## src/rtl/arith_unit_pipe.sv

```systemverilog
// arith_unit_pipe: 3-stage signed ALU/multiplier/MAC with sticky overflow.
// Define ARITH_SAT_EN to saturate the result and accumulator instead of wrapping them.
module arith_unit_pipe #(
    parameter int WIDTH     = 16,
    parameter int ACC_WIDTH = 40,
    parameter int FRAC      = 15
) (
    input  logic                    clk,
    input  logic                    reset,
    input  logic                    in_valid,
    input  logic signed [WIDTH-1:0] a,
    input  logic signed [WIDTH-1:0] b,
    input  logic [2:0]              opcode,
    input  logic                    acc_clr,
    input  logic                    ovf_clr,
    output logic signed [WIDTH-1:0] result,
    output logic                    out_valid,
    output logic                    ovf
);
    localparam int AW = ACC_WIDTH;
`ifdef ARITH_SAT_EN
    localparam bit SAT = 1'b1;
`else
    localparam bit SAT = 1'b0;
`endif
    localparam logic signed [AW-1:0]    acc_max = {1'b0, {(AW-1){1'b1}}};
    localparam logic signed [AW-1:0]    acc_min = {1'b1, {(AW-1){1'b0}}};
    localparam logic signed [WIDTH-1:0] res_max = {1'b0, {(WIDTH-1){1'b1}}};
    localparam logic signed [WIDTH-1:0] res_min = {1'b1, {(WIDTH-1){1'b0}}};

    logic                    v1_q, v1_d, clr1_q, clr1_d;
    logic signed [WIDTH-1:0] a1_q, a1_d, b1_q, b1_d;
    logic [2:0]              op1_q, op1_d;
    logic                    v2_q, v2_d, shf2_q, shf2_d, aovf2_q, aovf2_d;
    logic signed [AW-1:0]    w2_q, w2_d, acc_q, acc_d;
    logic signed [WIDTH-1:0] result_q, result_d;
    logic                    out_valid_q, out_valid_d, ovf_q, ovf_d;

    logic signed [WIDTH:0]     ax, bx, alu;
    logic signed [2*WIDTH-1:0] prod;
    logic signed [AW:0]        acc_sum;
    logic signed [AW-1:0]      acc_new, sh;
    logic signed [WIDTH-1:0]   lo;
    logic                      is_mac, acc_ovf, nar_ovf;

    always_comb begin
        v1_d     = in_valid;
        a1_d     = a;
        b1_d     = b;
        op1_d    = opcode;
        clr1_d   = acc_clr;
        ax       = (WIDTH+1)'(a1_q);
        bx       = (WIDTH+1)'(b1_q);
        alu      = op1_q == 3'b000 ? ax + bx :
                   op1_q == 3'b001 ? ax - bx :
                   op1_q == 3'b100 ? (a1_q > b1_q ? ax : bx) :
                   op1_q == 3'b101 ? (a1_q < b1_q ? ax : bx) :
                   op1_q == 3'b110 ? ax : -ax;
        prod     = (2*WIDTH)'(a1_q) * (2*WIDTH)'(b1_q);
        is_mac   = op1_q == 3'b011;
        // acc_clr on a MAC beat means "clear then add", so the product starts from zero
        acc_sum  = (AW+1)'(clr1_q ? '0 : acc_q) + (AW+1)'(prod);
        acc_ovf  = acc_sum[AW] ^ acc_sum[AW-1];
        acc_new  = (SAT && acc_ovf) ? (acc_sum[AW] ? acc_min : acc_max) : acc_sum[AW-1:0];
        acc_d    = (v1_q && is_mac) ? acc_new : (v1_q && clr1_q) ? '0 : acc_q;
        v2_d     = v1_q;
        shf2_d   = is_mac || op1_q == 3'b010;
        aovf2_d  = v1_q && is_mac && acc_ovf;
        w2_d     = op1_q == 3'b010 ? AW'(prod) : is_mac ? acc_new : AW'(alu);
        sh       = shf2_q ? (w2_q >>> FRAC) : w2_q;
        lo       = sh[WIDTH-1:0];
        nar_ovf  = AW'(lo) != sh;
        result_d = v2_q ? ((SAT && nar_ovf) ? (sh[AW-1] ? res_min : res_max) : lo) : result_q;
        out_valid_d = v2_q;
        // a new overflow wins over a simultaneous clear
        ovf_d    = (v2_q && (nar_ovf || aovf2_q)) || (ovf_q && !ovf_clr);
    end

    always_ff @(posedge clk or negedge reset) begin
        if (!reset) begin
            v1_q        <= 1'b0;
            a1_q        <= '0;
            b1_q        <= '0;
            op1_q       <= '0;
            clr1_q      <= 1'b0;
            v2_q        <= 1'b0;
            shf2_q      <= 1'b0;
            aovf2_q     <= 1'b0;
            w2_q        <= '0;
            acc_q       <= '0;
            result_q    <= '0;
            out_valid_q <= 1'b0;
            ovf_q       <= 1'b0;
        end else begin
            v1_q        <= v1_d;
            a1_q        <= a1_d;
            b1_q        <= b1_d;
            op1_q       <= op1_d;
            clr1_q      <= clr1_d;
            v2_q        <= v2_d;
            shf2_q      <= shf2_d;
            aovf2_q     <= aovf2_d;
            w2_q        <= w2_d;
            acc_q       <= acc_d;
            result_q    <= result_d;
            out_valid_q <= out_valid_d;
            ovf_q       <= ovf_d;
        end
    end

    assign result    = result_q;
    assign out_valid = out_valid_q;
    assign ovf       = ovf_q;
endmodule

```

## config.mk

```make
export PLATFORM = sky130hd
export DESIGN_NAME = arith_unit_pipe
export DESIGN_NICKNAME = d
export VERILOG_FILES = /design/src/rtl/arith_unit_pipe.sv
export SDC_FILE = /design/constraint.sdc
export NUM_CORES = 1
export LEC_CHECK = 0
export CORE_MARGIN = 8
export CORE_UTILIZATION = 60
export CTS_BUF_LIST = sky130_fd_sc_hd__clkbuf_2
export CTS_CLUSTER_DIAMETER = 60
export CTS_CLUSTER_SIZE = 14
export DETAILED_ROUTE_END_ITERATION = 7
export GPL_TIMING_DRIVEN = 1
export PLACE_DENSITY = 0.78
export SYNTH_ARGS = -nofsm -noshare
export SYNTH_HDL_FRONTEND = slang
export SYNTH_SLANG_ARGS = --single-unit
```

## constraint.sdc

```tcl
create_clock -name clk -period 16.3 [get_ports clk]
set_clock_uncertainty 0.05 [all_clocks]
set_input_delay 2.445 -clock clk [delete_from_list [all_inputs] [get_ports clk]]
set_output_delay 2.445 -clock clk [all_outputs]
set_load 0.02 [all_outputs]
```

## After elaboration in Yosys (flattened, before gate mapping)

Index checks and enable logic that the tools add are counted.

| word-level totals | value |
|---|---|
| bits in registers | 138 |
| latch bits | 0 |
| RAM bits | 0 |
| ROM bits | 0 |
| input port bits | 40 |
| output and inout port bits | 18 |
| word-level logic and storage cells | 52 |
| memories kept | 0 |

| operators by class | value |
|---|---|
| add/sub/neg operators | 4 |
| multipliers | 1 |
| div/mod/pow operators | 0 |
| order comparisons | 2 |
| eq/ne operators | 7 |
| shift operators | 0 |
| multiplexer cells | 13 |
| bitwise gates (word level) | 1 |
| reduce and logical (&&, ||, !) cells | 11 |

Operators by type and width:

| cell | number |
|---|---|
| 40-bit 2-to-1 mux | 5 |
| 17-bit 2-to-1 mux | 7 |
| 40-bit by 41-bit adder with 41-bit output | 1 |
| 39-bit 2-to-1 mux | 1 |
| 16-bit by 16-bit multiplier with 32-bit output | 1 |
| 1-bit by 24-bit != test with 1-bit output | 1 |
| 16-bit by 16-bit adder with 17-bit output | 1 |
| 16-bit negation with 17-bit output | 1 |
| 16-bit by 16-bit subtractor with 17-bit output | 1 |
| 16-bit greater-than comparator | 1 |
| 16-bit < comparator | 1 |
| 3-bit equality test, second input constant | 3 |
| 3-bit by 2-bit equality test with 1-bit output, second input constant | 2 |
| 1-bit logical AND | 5 |
| 3-bit by 1-bit equality test with 1-bit output, second input constant | 1 |
| 3-bit logical NOT | 1 |
| 1-bit logical OR | 3 |
| 2-bit nonzero test | 1 |
| 1-bit logical NOT | 1 |
| 1-bit bitwise XOR | 1 |

## Depth between registers and ports, before layout

Gate-level depths: netlist of the first run.

| logic depth | value |
|---|---|
| depth in word-level cells | 8 |
| depth in mapped cells | 39 |
| gate-level depth less buffers | 38 |

## Least setup slack after synthesis of the first run

No wires, ideal clock.

| timing path | value |
|---|---|
| kind | reg2reg |
| from | reg a1_q[10] |
| to | reg w2_q[39] |
| setup time | 0.080 ns |
| arrival | 8.689 ns |
| path slack | 7.482 ns |
| stages on the path, launching flop included | 38 |
| path buffers | 2 |
| period minus slack after synthesis | 8.818 ns |
| cells stage by stage | dfrtp_1 -> clkbuf_1 -> clkbuf_1 -> nand2_1 -> fa_1 -> inv_1 -> fa_1 -> fa_1 -> fa_1 -> fa_1 -> inv_1 -> fa_1 -> inv_1 -> ha_1 -> a21o_1 -> a21o_1 -> a21o_1 -> a21o_1 -> [... 2 more ...] -> a21o_1 -> a21oi_1 -> o21bai_1 -> xor2_1 -> ha_1 -> and4_1 -> a221oi_1 -> o21ai_0 -> a21oi_1 -> a21boi_0 -> a311o_1 -> inv_1 -> o31ai_2 -> a31oi_4 -> and3b_1 -> a311o_1 -> a21oi_1 -> a2bb2oi_1 |

| on the way | value |
|---|---|
| longest elaborated chain between the ends | 8 |

Ends and longest elaborated chain:

| element | line | source |
|---|---|---|
| from (decl) | 32 | `logic signed [WIDTH-1:0] a1_q, a1_d, b1_q, b1_d;` |
| from (signal assigned) | 82 | `a1_q <= '0;` |
| from (signal assigned) | 96 | `a1_q <= a1_d;` |
| branches (longest 7 deep; another with 40-bit by 41-bit adder with 41-bit output) | -- |  |
| 40-bit 2-to-1 mux * | 69 | `w2_d = op1_q == 3'b010 ? AW'(prod) : is_mac ? acc_new : AW'(alu);` |
| net w2_d[39] | 35 | `logic signed [AW-1:0] w2_q, w2_d, acc_q, acc_d;` |
| to (signal assigned) | 103 | `w2_q <= w2_d;` |
| to (decl) | 35 |  |

Mark *: on every way through the listed nets, which the timed path passes.
A chain may end at the register's enable or synchronous reset.

## Worst setup path in the final report of the first run

| timing path | value |
|---|---|
| from | reg a1_q[15] |
| to | reg w2_q[39] |

Same word-level chain as after synthesis.

==> flow_metrics.py, run 1 <==
metrics = {
    "placed_design": {
        "dp_hpwl_um": 41400,
        "finalWeightedCongestion": 1.00,
        "io_buffers": 57,
        "pre_cts_slack_ns": 6.07,
    },
    "worst_setup_path": {
        "path_max_fanout": 19,
        "critPathKind": "reg -> reg",
        "required_ns": 17.05,
        "cp_slowest_cell": "dfrtp_1",
        "worstSetupEndpointType": "flip-flop",
        "cpPeakStageDelay_ns": 0.88,
        "crit_path_frequent_cell": "fa_1",
        "crit_arrival_ns": 11.14,
        "setup.worst_path.start_class": "flip-flop",
    },
    "timing": {
        "relSlewSlack": 0.238,
        "fmax_mhz": 96.2,
        "rsz0062_at_grt": "no",
        "fin_setup_tns_ns": 0,
        "tightest_slew_ns": 1.14,
        "post-route-min-period_ns": 10.39,
        "slew_viol_final": 0,
        "setup_slack_ns": 5.91,
        "period_share": 0.638,
        "fin_hold_ws_ns": 0.465,
        "finalSetupViolations": 0,
        "hold_viol": 0,
    },
    "floorplanning": {
        "die_height_um": 196,
        "die_area_um2": 38400,
        "die_x_um": 196,
        "rows": 66,
        "num_io_pins": 58,
        "start_util": 0.603,
        "core_um2": 32200,
    },
    "grt": {
        "busiest_layer": "met2",
        "met3_usage": 0.0420,
        "gr-usage-met2": 0.479,
        "grt_max_degree": 76,
        "grt_pass1_vias": 16703,
        "antenna_found_initial": 1,
        "globalRouteMet1Util": 0.375,
        "track_usage": 0.292,
        "grt_pass1_wl_um": 88400,
        "grt-ovfl-total": 0,
    },
    "synthesis": {
        "yosysWarnings": 0,
        "ys_types": 77,
        "synth_top_area_frac": 0.273,
        "yosysTopAreaCell": "fa_1",
        "ys_seq_area_frac": 0.178,
        "synthArstFlopShare": 1.00,
        "syn_nets": 2665,
        "synth-seq-cells": 138,
        "synthTopCellsByArea": "fa_1 27%, dfrtp_1 18%, ha_1 9.9%",
        "syn_area_per_cell_um2": 8.80,
        "syn-instance-count": 2206,
        "synthesis.area_um2": 19400,
        "synthFlopType": "dfrtp_1",
        "synth_edf_count": 0,
    },
    "finish": {
        "layout-drive-gt1-share": 0.0317,
        "area_growth_pct": 5.48,
        "nets": 2652,
        "n_fill_cell": 2748,
        "fin_util": 0.636,
    },
    "clocking": {
        "cts_made_buffers": 17,
        "cts_tree": "built",
        "clock_latency_ns": 0.89,
        "cts-resized-gates": 0,
        "cts_sinks": 138,
        "post_cts.repair.setup_buffers": 0,
        "ctsRootBufferMaster": "clkbuf_2",
        "htreeDepth": 4,
        "clkTransAtPathRegs_ns": 0.28,
        "ctsLongestPathBuffers": 2,
        "ctsHoldBuffers": 0,
    },
    "routing": {
        "drc": 0,
        "dr.first_iter.drc_count": 1378,
        "dr_total_vias": 16053,
        "avgViaCountPerCell": 6.14,
        "drtPass1Iterations": 6,
        "wl_per_cell_um": 20.8,
        "antenna_left": 0,
        "drt_wl_total_um": 54300,
    },
    "min_path": {
        "hp-class": "reg -> reg",
    },
    "flow_run": {
        "maxCapViolCount": 0,
    },
    "run_status": {
        "run_status": "complete, no violations",
    },
}
==> registers in the layout, summed over array words and instances, names as in the netlist <==
| register | count |
|---|---|
| op1_q | 3 |
| w2_q | 40 |
| a1_q | 16 |
| b1_q | 16 |
| shf2_q | 1 |
| out_valid | 1 |
| aovf2_q | 1 |
| clr1_q | 1 |
| ovf | 1 |
| acc_q | 40 |
| v1_q | 1 |
| result | 16 |
| out_valid_d | 1 |
==> metal layers <==
layer | part of all wire | vias up
li1 | - | 7172
met1 | 0.40 | 7931
met2 | 0.48 | 777
met3 | 0.072 | 173
met4 | 0.050 | 0
met5 | 0 | -
==> final cells by class <==
cell class,instances,area [um2],area share
multi-input cells,1625,14300,0.698
flip-flops and latches,138,3450,0.169
inverters,343,1290,0.0630
repair buffers,68,654,0.0319
well taps,408,510,0.0249
clock inverters,15,181,0.00886
clock buffers,17,85.1,0.00415
diodes,1,2.50,0.000122
==> per-stage QoR <==
stage | cells | cell area [um2]
global route | 2615 | 20500
detailed placement | 2582 | 20200
CTS | 2614 | 20500
finish | 2615 | 20500
global placement | 2582 | 20200
floorplan | 2206 | 19400
==> worst paths after layout <==
| check | from | end | slack, ns | depth (start not counted) |
|---|---|---|---|---|
| worst max-delay path | a1_q[15] | w2_q[39] | 5.91 | 29 |
| worst min-delay path | acc_q[28] | acc_q[28] | 0.47 | 2 |
| worst max register to register | a1_q[15] | w2_q[39] | 5.91 | 29 |
| worst min register to register | acc_q[28] | acc_q[28] | 0.47 | 2 |
| max in group asynchronous | reset | op1_q[0] | 13.27 | 2 |
| min in group asynchronous | reset | b1_q[8] | 1.44 | 1 |
==> cell usage after synthesis (all sizes together) (30+ instances only) <==
cell / n
o21ai: 107
nor2b: 45
a21o: 34
clkbuf: 95
inv: 341
xor2: 30
nor2: 137
nand2: 229
xnor2: 60
ha: 154
a21oi: 149
fa: 265
and2: 99
dfrtp: 138
==> kinds of logic (layout without fill, tap and decap cells) <==
kind of cell / Yosys count / count (layout) / synth area share
and+or+nand+nor: 632 / 632 / 0.156
buffers and inverters: 443 / 443 / 0.0858
muxes: 26 / 26 / 0.0142
other: 0 / 1 / 0
xor gates and xnor gates: 90 / 90 / 0.0416
DFF: 138 / 138 / 0.178
adders and majority gates: 419 / 419 / 0.372
AOI/OAI and AO/OA: 458 / 458 / 0.152
==> critical path: cells and delay by family, from the launching register on <==
family / cells / cell delay [ns]
AOI/OAI and AO/OA: 8 / 2.98
xor gates and xnor gates: 1 / 0.51
adders and majority gates: 8 / 3.73
buffers and inverters: 7 / 1.05
DFF: 1 / 0.88
and+or+nand+nor: 5 / 1.11
==> cell usage in the layout, fill, tap and decap left out, types with 6 or more instances in the layout <==
cell,n
mux2i_1,22
ha_1,154
buf_4,11
a21o_1,34
clkdlybuf4s50_1,56
nand2b_1,15
a22o_1,20
inv_8,6
o21a_1,13
inv_1,339
nor3_1,18
nor2_1,136
o22a_1,12
fa_1,265
nor4_1,7
nor2b_1,45
or3_1,13
xor2_1,29
a221oi_1,7
and2_1,99
nand4_1,12
o21bai_1,13
o211ai_1,15
a31oi_1,11
dfrtp_1,137
nand2_1,229
clkbuf_2,17
and3_1,10
xnor2_1,60
a2111oi_0,7
nand3_1,25
a211oi_1,13
a21oi_1,149
o21ai_0,104
Power of run 1 is left out: the tool's default activity adds up to more than one toggle a clock period on the data nets, which glitch-free logic cannot reach.
==> inputs of run 2 (changes only) <==
Settings changed: CORE_UTILIZATION 60 to 59, PLACE_DENSITY 0.78 to 0.8.
Clock period 16.3 ns to 9 ns, I/O delays scaled along.
==> flow_metrics.py, run 2 (same netlist as run 1, synthesis figures left out) <==
metrics = {
    "run_status": {
        "run_status": "complete, no violations",
    },
    "routing": {
        "drtPass1Iterations": 6,
        "dr.first_iter.drc_count": 1610,
        "wl_per_cell_um": 20.8,
        "drt_wl_total_um": 58000,
        "dr_total_vias": 16614,
        "avgViaCountPerCell": 5.97,
        "antenna_left": 0,
        "drc": 0,
    },
    "floorplanning": {
        "die_area_um2": 39000,
        "core_um2": 32500,
        "die_x_um": 197,
        "die_height_um": 197,
        "rows": 66,
        "num_io_pins": 58,
        "start_util": 0.598,
    },
    "worst_setup_path": {
        "path_max_fanout": 8,
        "setup.worst_path.start_class": "flip-flop",
        "worstSetupEndpointType": "flip-flop",
        "crit_arrival_ns": 9.51,
        "critPathKind": "reg -> reg",
        "cp_slowest_cell": "fa_1",
        "cpPeakStageDelay_ns": 0.59,
        "required_ns": 9.77,
        "r2r_slack_ns": 0.26,
        "crit_path_frequent_cell": "fa_1",
    },
    "placed_design": {
        "pre_cts_slack_ns": -0.0593,
        "finalWeightedCongestion": 0.954,
        "io_buffers": 57,
        "dp_hpwl_um": 45200,
        "placed_area_um2": 21100,
    },
    "clocking": {
        "ctsRootBufferMaster": "clkbuf_2",
        "cts_tree": "built",
        "htreeDepth": 4,
        "clkTransAtPathRegs_ns": 0.33,
        "cts_made_buffers": 17,
        "ctsLongestPathBuffers": 2,
        "clock_latency_ns": 0.90,
        "cts_sinks": 138,
        "ctsHoldBuffers": 0,
    },
    "timing": {
        "post-route-min-period_ns": 8.74,
        "relSlewSlack": 0.271,
        "slew_viol_final": 0,
        "hold_viol": 0,
        "setup_slack_ns": 0.263,
        "period_share": 0.971,
        "fmax_mhz": 114,
        "finalSetupViolations": 0,
        "tightest_slew_ns": 1.09,
    },
    "finish": {
        "final_common_cell": "inv_1",
        "n_fill_cell": 2552,
        "stdcell_area_um2": 21800,
        "nets": 2784,
        "reg_top3": "acc_q (40), w2_q (40)",
        "layout-drive-gt1-share": 0.110,
        "area_growth_pct": 12.1,
        "layout.cells.most_common_list": "338 x inv_1, 262 x fa_1, 229 x nand2_1, 150 x ha_1, 142 x a21oi_1",
    },
    "grt": {
        "grt_pass1_wl_um": 92400,
        "grt_max_degree": 78,
        "track_usage": 0.306,
        "grt_pass1_vias": 17269,
        "antenna_found_initial": 1,
        "grt-ovfl-total": 0,
    },
    "min_path": {
        "hp-class": "in -> async",
    },
    "flow_run": {
        "maxCapViolCount": 0,
    },
}
-- run 2: cell types whose count changed in the layout (fill, tap and decap cells not counted), sizes merged --
cell      change
buf         +131
diode         +1
clkinv        -1
inv           +2
clkinvlp      -2
clkbuf        +1
bufinv        +1
-- run 2: worst paths after layout --
| kind | start | to | cells past startpoint |
|---|---|---|---|
| hold reg to reg | acc_q[22] | acc_q[22] | 2 |
| hold / removal | reset | b1_q[9] | 1 |
| setup / recovery | a1_q[15] | w2_q[39] | 28 |
| max in group asynchronous | reset | w2_q[25] | 2 |
| setup reg to reg | a1_q[15] | w2_q[39] | 28 |
| min in group clk | acc_q[22] | acc_q[22] | 2 |
-- run 2: layer usage --
layer	GRT usage	part of all wire	routed length, um
met3	0.0484	0.072	4190
met5	0	0	0
met2	0.491	0.47	27300
met4	0.155	0.052	2990
met1	0.398	0.40	23400
-- run 2: what timing repair did --
| item | 4_1_cts | 5_1_grt |
|---|---|---|
| resized for setup | 14 | 60 |
| pin swaps | 0 | 25 |
| endpoints found under the setup margin | 7 | 18 |
| setup buffers | 2 | 18 |
-- run 2: through the flow --
| stage | TNS, ns | hold slack [ns] | std cells | util |
|---|---|---|---|---|
| floorplan | 0 | 0.302 | 2206 | - |
| finish | 0 | 0.378 | 2782 | 0.671 |
| global placement | 0 | 0.405 | 2728 | 0.650 |
| detailed placement | -0.100 | 0.413 | 2728 | 0.650 |
| CTS | 0 | 0.347 | 2762 | 0.659 |
| global route | -0.163 | 0.376 | 2781 | 0.671 |
-- run 2: layout make-up --
| type | count | area (um2) | share of cell area |
|---|---|---|---|
| Sequential cell | 138 | 3480 | 0.160 |
| Clock inverter | 15 | 154 | 0.00707 |
| Timing Repair Buffer | 200 | 1700 | 0.0780 |
| Clock buffer | 17 | 85.1 | 0.00391 |
| Antenna cell | 2 | 5.00 | 0.000230 |
| Inverter | 343 | 1290 | 0.0593 |
| Tap cell | 442 | 553 | 0.0254 |
| Multi-Input combinational cell | 1625 | 14500 | 0.666 |
-- run 2: critical path: cells and delay by family, from the launching register on --
family	cells	cell delay (ns)
buf+inv	5	0.76
compound gates	8	1.95
flops	1	0.52
fa+ha+maj	8	3.77
xor+xnor	1	0.18
simple gates	6	1.41
Power of run 2 is left out for the same reason.
==> inputs of run 3 (changes only) <==
Settings changed: CORE_UTILIZATION 59 to 50, PLACE_DENSITY 0.8 to 0.7.
==> flow_metrics.py, run 3 (same netlist as run 1, synthesis figures left out) <==
metrics = {
    "timing": {
        "period_share": 0.967,
        "tightest_slew_ns": 1.12,
        "relSlewSlack": 0.253,
        "post-route-min-period_ns": 8.70,
        "hold_viol": 0,
        "slew_viol_final": 0,
        "finalSetupViolations": 0,
        "fin_setup_tns_ns": 0,
        "fmax_mhz": 115,
    },
    "clocking": {
        "clock_latency_ns": 1.02,
        "ctsRootBufferMaster": "clkbuf_2",
        "ctsHoldBuffers": 0,
        "cts_sinks": 138,
        "htreeDepth": 4,
        "cts_made_buffers": 17,
        "clkTransAtPathRegs_ns": 0.34,
        "cts_tree": "built",
        "ctsLongestPathBuffers": 2,
    },
    "finish": {
        "reg_top3": "acc_q (40), w2_q (40)",
        "nets": 2796,
        "layout.cells.most_common_list": "338 x inv_1, 264 x fa_1, 229 x nand2_1, 152 x ha_1, 151 x buf_4",
        "stdcell_count": 2869,
        "layout-drive-gt1-share": 0.110,
        "area_growth_pct": 13.0,
        "final_common_cell": "inv_1",
    },
    "worst_setup_path": {
        "worstSetupEndpointType": "flip-flop",
        "crit_path_frequent_cell": "fa_1",
        "critPathKind": "reg -> reg",
        "cpPeakStageDelay_ns": 0.59,
        "cp_slowest_cell": "fa_1",
        "r2r_slack_ns": 0.30,
        "path_max_fanout": 8,
        "r2r_cells": 29,
        "required_ns": 9.81,
        "setup.worst_path.start_class": "flip-flop",
        "crit_arrival_ns": 9.52,
    },
    "routing": {
        "dr.first_iter.drc_count": 1389,
        "antenna_left": 0,
        "avgViaCountPerCell": 5.72,
        "drt_wl_total_um": 57300,
        "wl_per_cell_um": 20.0,
        "drc": 0,
        "drtPass1Iterations": 5,
        "dr_total_vias": 16425,
    },
    "placed_design": {
        "finalWeightedCongestion": 0.961,
        "dp_hpwl_um": 45200,
        "io_buffers": 57,
        "place_inst": 2822,
    },
    "floorplanning": {
        "core_um2": 38500,
        "rows": 72,
        "start_util": 0.505,
        "die_area_um2": 45400,
        "num_io_pins": 58,
        "die_height_um": 213,
        "die_x_um": 213,
    },
    "min_path": {
        "hp-class": "in -> async",
    },
    "run_status": {
        "run_status": "complete, no violations",
    },
    "grt": {
        "track_usage": 0.263,
        "grt-ovfl-total": 0,
        "grt_pass1_vias": 16979,
        "antenna_found_initial": 1,
        "grt_pass1_wl_um": 91900,
        "grt_max_degree": 104,
    },
    "flow_run": {
        "maxCapViolCount": 0,
    },
}
## run 3: metrics by stage
stage          hold WS, ns  cell area, um2  setup slack, ns  utilization
2_1_floorplan        0.302           19400            0.182            -
3_3_place_gp         0.404           21300            0.135        0.555
4_1_cts              0.304           21600          0.00527        0.562
6_report             0.362           21900            0.296        0.570
3_5_place_dp         0.415           21300          -0.0512        0.555
5_1_grt              0.373           21900          -0.0397        0.570
## run 3: layer usage
metal / global-route usage / share of wire / vias up
li1: - / - / 7440
met1: 0.341 / 0.42 / 8226
met2: 0.430 / 0.47 / 625
met3: 0.0458 / 0.062 / 134
met4: 0.113 / 0.041 / 0
met5: 0 / 0 / -
## run 3: timing repair
| action | 4_1_cts | 5_1_grt |
|---|---|---|
| pin swaps | 0 | 27 |
| resized for setup | 10 | 52 |
| setup endpoints to repair | 4 | 16 |
| buffers inserted | 0 | 14 |
## run 3: critical path, delay by kind of cell, from the launching register on
kind | cells | cell delay [ns]
fa+ha+maj | 8 | 3.83
flops | 1 | 0.55
xor+xnor | 1 | 0.18
simple gates | 5 | 0.75
compound gates | 8 | 2.16
buf+inv | 7 | 1.07
## run 3: worst paths after layout
kind	start	endpoint
worst max-delay path	b1_q[1]	w2_q[39]
worst min-delay path	reset	w2_q[10]
worst max register to register	b1_q[1]	w2_q[39]
worst min register to register	acc_q[25]	acc_q[25]
max in group asynchronous	reset	a1_q[10]
min in group clk	acc_q[25]	acc_q[25]
## run 3: cell type report
cell class / instances / area, um2
inverters: 343 / 1290
clock buffers: 17 / 85.1
well taps: 518 / 648
multi-input cells: 1625 / 14500
fillers: 3496 / 16500
clock inverters: 15 / 178
diodes: 1 / 2.50
repair buffers: 212 / 1770
flip-flops and latches: 138 / 3470
Power of run 3 is left out for the same reason.
